===== config.mk =====
export PLATFORM = sky130hd
export DESIGN_NAME = fft_out_uart_tx_flat
export DESIGN_NICKNAME = d
export VERILOG_FILES = /design/src/rtl/fft_out_uart_tx_if.sv /design/src/rtl/fft_out_uart_tx.sv /design/src/flat_wrapper.sv
export SDC_FILE = /design/constraint.sdc
export NUM_CORES = 1
export LEC_CHECK = 0
export CAP_MARGIN = 5
export CORE_ASPECT_RATIO = 0.7
export CORE_MARGIN = 2
export CORE_UTILIZATION = 58
export DETAILED_ROUTE_END_ITERATION = 7
export MAX_ROUTING_LAYER = met4
export PLACE_DENSITY = 0.84
export SLEW_MARGIN = 20
export SYNTH_ARGS = -nofsm -noshare
export SYNTH_HDL_FRONTEND = slang
export SYNTH_SLANG_ARGS = --single-unit

===== constraint.sdc =====
create_clock -name clk -period 5.3 [get_ports clk]
set_clock_uncertainty 0.2 [all_clocks]
set_input_delay 1.06 -clock clk [delete_from_list [all_inputs] [get_ports clk]]
set_output_delay 1.06 -clock clk [all_outputs]
set_load 0.01 [all_outputs]

===== src/rtl/fft_out_uart_tx_if.sv =====
// rtl/fft_out_uart_tx_if.sv - word handshake between the FFT output buffer and the UART serializer
//
// Signals:
//   data_valid : data_in holds a buffer word this cycle
//   data_in    : DATA_W-bit word to transmit
//   req_next   : single-cycle request for the next word from the upstream address generator
// Modports:
//   master : upstream buffer side (drives data_valid/data_in, receives req_next)
//   slave  : serializer side
interface fft_out_uart_tx_if #(
    parameter int DATA_W = 32
);
    logic              data_valid;
    logic [DATA_W-1:0] data_in;
    logic              req_next;

    modport master (
        output data_valid,
        output data_in,
        input  req_next
    );

    modport slave (
        input  data_valid,
        input  data_in,
        output req_next
    );
endinterface


===== src/rtl/fft_out_uart_tx.sv =====
// rtl/fft_out_uart_tx.sv - serializes FFT buffer words onto an 8N1 UART line, MSB byte first
//
// Parameters:
//   T_1_BIT : clocks per UART bit period (>= 2)
//   DATA_W  : buffer word width, multiple of 8
// Ports:
//   clk     : clock, rising edge
//   rst_n   : asynchronous active-low reset
//   bus     : slave side of fft_out_uart_tx_if (data_valid, data_in, req_next)
//   tx      : UART serial line, idle high
//   busy    : high while a word is being serialized (every state but IDLE)
//   overrun : sticky, set when data_valid arrives while busy; cleared only by reset
module fft_out_uart_tx #(
    parameter int T_1_BIT = 5207,
    parameter int DATA_W  = 32
) (
    input  logic                 clk,
    input  logic                 rst_n,
    fft_out_uart_tx_if.slave     bus,
    output logic                 tx,
    output logic                 busy,
    output logic                 overrun
);
    localparam int N_BYTES = DATA_W / 8;
    localparam int CNT_W   = (T_1_BIT > 1) ? $clog2(T_1_BIT) : 1;
    localparam int BYTE_W  = (N_BYTES > 1) ? $clog2(N_BYTES) : 1;
    localparam logic [CNT_W-1:0]  CNT_LAST  = CNT_W'(T_1_BIT - 1);
    localparam logic [BYTE_W-1:0] BYTE_LAST = BYTE_W'(N_BYTES - 1);

    typedef enum logic [2:0] {
        IDLE,
        START,
        DATA,
        STOP,
        REQ
    } state_t;

    state_t            state_q, state_d;
    logic [CNT_W-1:0]  cnt_q, cnt_d;
    logic [2:0]        bit_q, bit_d;
    logic [BYTE_W-1:0] byte_q, byte_d;
    // The byte on the wire is always the top byte; the register shifts left
    // by one byte at each inter-byte boundary, giving MSB-byte-first order.
    logic [DATA_W-1:0] sh_q, sh_d;
    logic              tx_d, busy_d, req_d, ovr_d;
    logic              req_q;
    logic              bit_end;
    logic [7:0]        top_byte;

    assign bus.req_next = req_q;

    always_ff @(posedge clk or negedge rst_n) begin
        if (!rst_n) begin
            state_q <= IDLE;
            cnt_q   <= '0;
            bit_q   <= '0;
            byte_q  <= '0;
            sh_q    <= '0;
            tx      <= 1'b1;
            busy    <= 1'b0;
            req_q   <= 1'b0;
            overrun <= 1'b0;
        end else begin
            state_q <= state_d;
            cnt_q   <= cnt_d;
            bit_q   <= bit_d;
            byte_q  <= byte_d;
            sh_q    <= sh_d;
            tx      <= tx_d;
            busy    <= busy_d;
            req_q   <= req_d;
            overrun <= ovr_d;
        end
    end

    always_comb begin
        state_d  = state_q;
        cnt_d    = cnt_q + CNT_W'(1);
        bit_d    = bit_q;
        byte_d   = byte_q;
        sh_d     = sh_q;
        bit_end  = (cnt_q == CNT_LAST);
        // REQ counts as busy, so a word offered alongside req_next is refused too.
        ovr_d    = overrun | (bus.data_valid && (state_q != IDLE));

        case (state_q)
            IDLE: begin
                cnt_d = '0;
                if (bus.data_valid) begin
                    sh_d    = bus.data_in;
                    byte_d  = '0;
                    bit_d   = '0;
                    state_d = START;
                end
            end
            START: begin
                if (bit_end) begin
                    cnt_d   = '0;
                    bit_d   = '0;
                    state_d = DATA;
                end
            end
            DATA: begin
                if (bit_end) begin
                    cnt_d = '0;
                    if (bit_q == 3'd7) begin
                        state_d = STOP;
                    end else begin
                        bit_d = bit_q + 3'd1;
                    end
                end
            end
            STOP: begin
                if (bit_end) begin
                    cnt_d = '0;
                    if (byte_q == BYTE_LAST) begin
                        state_d = REQ;
                    end else begin
                        byte_d  = byte_q + BYTE_W'(1);
                        sh_d    = sh_q << 8;
                        state_d = START;
                    end
                end
            end
            REQ: begin
                cnt_d   = '0;
                state_d = IDLE;
            end
            default: begin
                cnt_d   = '0;
                state_d = IDLE;
            end
        endcase

        // Outputs are decoded from the next state so they register in step
        // with it; this gives tx its single cycle of latency after data_valid.
        top_byte = sh_d[DATA_W-1 -: 8];
        case (state_d)
            START:   tx_d = 1'b0;
            DATA:    tx_d = top_byte[bit_d];
            default: tx_d = 1'b1;
        endcase
        busy_d = (state_d != IDLE);
        req_d  = (state_d == REQ);
    end
endmodule


===== src/flat_wrapper.sv =====
// flat-port wrapper written by rule: the top's interface ports become plain ports
module fft_out_uart_tx_flat 
#(
    parameter int T_1_BIT = 5207,
    parameter int DATA_W  = 32
)
  (clk, rst_n, tx, busy, overrun, bus_data_valid, bus_data_in, bus_req_next);
  fft_out_uart_tx_if #(.DATA_W(DATA_W)) bus_i ();
  input  logic clk;
  input  logic rst_n;
  output logic tx;
  output logic busy;
  output logic overrun;
  input wire logic [$bits(bus_i.data_valid)-1:0] bus_data_valid;
  input wire logic [$bits(bus_i.data_in)-1:0] bus_data_in;
  output wire logic [$bits(bus_i.req_next)-1:0] bus_req_next;
  assign bus_i.data_valid = bus_data_valid;
  assign bus_i.data_in = bus_data_in;
  assign bus_req_next = bus_i.req_next;
  fft_out_uart_tx #(.T_1_BIT(T_1_BIT), .DATA_W(DATA_W)) u_core (.clk(clk), .rst_n(rst_n), .bus(bus_i), .tx(tx), .busy(busy), .overrun(overrun));
endmodule

==> results_dict.tcl <==
set metrics [dict create \
    htree_levels 3 \
    n_antenna_cell 0 \
    drt_iter0_markers 111 \
    worst-path-max-fanout 42 \
    period_needed_ns 3.70 \
    finalHoldViolations 0 \
    cts_tree "yes" \
    antenna_found_initial 0 \
    antenna_left 0 \
    arrival_ns 3.75 \
    p_leak_nw 1.57 \
    drive_above_1_share 0.0900 \
    die_w_um 85.2 \
    clkSinkCount 57 \
    critPathTopFamily "simple AND/OR/NAND/NOR gates" \
    power-per-cell-area_nw_per_um2 282 \
    cts.hold.buffers_added 0 \
    hold_class "flip-flop to flip-flop" \
    avgSynthCellArea_um2 10.0 \
    initial_core_util 0.612 \
    tightest_slew_ns 0.991 \
    synth_area_um2 2680 \
    drv_slew 0 \
    place_hpwl_mm 3.75 \
    fin_setup_tns_ns 0 \
    io_pins 39 \
    gp_congestion 0.903 \
    die-area_um2 5190 \
    hold_ws_ns 0.261 \
    grt_pass1_wl_mm 9.51 \
    ys_seq_area_frac 0.533 \
    syn_nets 306 \
    clock-root-buffer "clkbuf_8" \
    async_reset_ff_frac 1.00 \
    avgViaCountPerCell 5.60 \
    yosysWarnings 0 \
    grt_max_degree 58 \
    clockBufferDepth 2 \
    wire_per_inst_um 15.2 \
    clkLatencyLatePin_ns 0.33 \
    synth_flop_cell "dfrtp_1" \
    synth_edf_count 0 \
    synth_top_area_share 0.523 \
    ys_ff_latch 57 \
    cp_data_required_time_ns 5.35 \
    crit_path_end_kind "flip-flop" \
    netlist.top_cell.by_area "dfrtp_1" \
    portBuffers 38 \
    vdd_drop_max_mv 0.252 \
    grt_pass1_vias 2059 \
    cts_resized 0 \
    synthCells 267 \
    core_um2 4380 \
    status "finished, final reports clean" \
    timing.fmax_mhz 270 \
    worstPathCellList "clkdlybuf4s50_1 > or3b_2 > nor2_2 > buf_4 > nor2_2 > a21o_1 > mux2i_1 > o22ai_1 > o41a_1" \
    ys_top_cells_by_area "dfrtp_1, nand2_1, a22oi_1, nor2_1, o21ai_0" \
    setup_viol 0 \
    drt_pre_antenna_iters 5 \
    critPathKind "input pin to flip-flop" \
    track_usage 0.251 \
    clkTransAtPathRegs_ns 0.06 \
    wl_mm 5.55 \
    post_cts_buffers 0 \
    fin_nets 345 \
    max_slew_margin 0.336 \
    maxCapViolCount 0 \
    fin_crit_sh 0.698 \
    area_growth_pct 23.5 \
    cp_slowest_cell "clkdlybuf4s50_1" \
    grt_overflow 0 \
    max_stage_delay_ns 0.51 \
    die_y_um 60.9 \
    vias 2051 \
    synthTopCellsByCount "dfrtp_1, nand2_1, nor2_1" \
    path_buf_inv 2 \
    start_kind "input pin" \
    crit_top_cell "nor2_2" \
    drc_errors 0 \
    numCtsBuffers 9 \
    rows 20 \
    rsz0062_at_grt "false" \
    synth_cell_type_count 46 \
]
[routing by layer]
layer	wire length [um]	vias up	GRT usage
met5	0	-	-
met4	59	0	0.0612
met3	309	8	0.0884
met2	2580	64	0.375
met1	2590	969	0.332
li1	-	1010	-
[worst paths after layout]
kind                                   start              end  slack [ns]  cells past startpoint
max in group asynchronous              rst_n  u_core.cnt_q[3]        3.78                      2
min                           u_core.overrun   u_core.overrun        0.26                      1
max reg2reg                u_core.state_q[1]        u_core.tx        2.24                      8
min reg2reg                   u_core.overrun   u_core.overrun        0.26                      1
max                           bus_data_valid        u_core.tx        1.60                      9
min in group asynchronous              rst_n      u_core.busy        0.65                      2
[power by group]
group	switching, W	leakage, nW	internal (W)
registers	0.00000679	0.689	0.000449
logic	0.0000203	0.772	0.0000291
clock network	0.000159	0.113	0.000268
total	0.000186	1.57	0.000746
[state kept, by name (all words and copies together) (netlist names)]
| signal | count |
|---|---|
| u_core.state_q | 3 |
| u_core.bus.req_next | 1 |
| u_core.busy | 1 |
| u_core.tx | 1 |
| u_core.bit_q | 3 |
| u_core.overrun | 1 |
| u_core.cnt_q | 13 |
| u_core.sh_q | 32 |
| u_core.byte_q | 2 |
[cells in the final DEF, fill, tap and decap left out, types with 2 or more instances in the layout]
cell type         n
a21o_1            8
a21oi_1           3
a22o_1            8
a22oi_1          16
a31oi_1           2
and4_1            2
and4b_1           2
buf_4             3
clkbuf_8         13
clkdlybuf4s50_1  37
dfrtp_1          56
ha_1              4
inv_1             6
mux2i_1           6
nand2_1          56
nand2b_1          3
nand3_1           8
nand4bb_1         2
nor2_1           20
nor2_2            2
nor3_1            2
o21ai_0          15
xnor2_1           5
xor2_1            7
[cell families (layout without fill, tap and decap cells)]
family                   Yosys count  count (layout)  share of synthesized area
AO/OA/AOI/OAI                     60              60                      0.156
XOR/XNOR                          12              12                     0.0392
adder cells (fa/ha/maj)            4               4                     0.0187
buffers and inverters             19              63                     0.0299
flip-flops                        57              57                      0.533
multiplexers                       7               7                     0.0266
AND/OR/NAND/NOR                  108             108                      0.197
[cell type report]
type / instances / area (um2)
Sequential cell: 57 / 1430
Multi-Input combinational cell: 191 / 1170
Fill cell: 320 / 1070
Timing Repair Buffer: 41 / 398
Clock buffer: 14 / 183
Tap cell: 55 / 68.8
Clock inverter: 2 / 35.0
Inverter: 6 / 22.5
[through the flow]
stage          total power [W]  utilization  worst slack (ns)  cell area [um2]  std cells
6_report              0.000932        0.755              1.60             3310        366
2_1_floorplan         0.000474            -              2.26             2680        267
5_1_grt               0.000969        0.755              1.46             3310        366
3_5_place_dp          0.000514        0.706              1.29             3090        350
4_1_cts               0.000946        0.755              1.64             3310        366
3_3_place_gp          0.000512        0.706              1.36             3090        350
(Power assumes the default switching activity.)
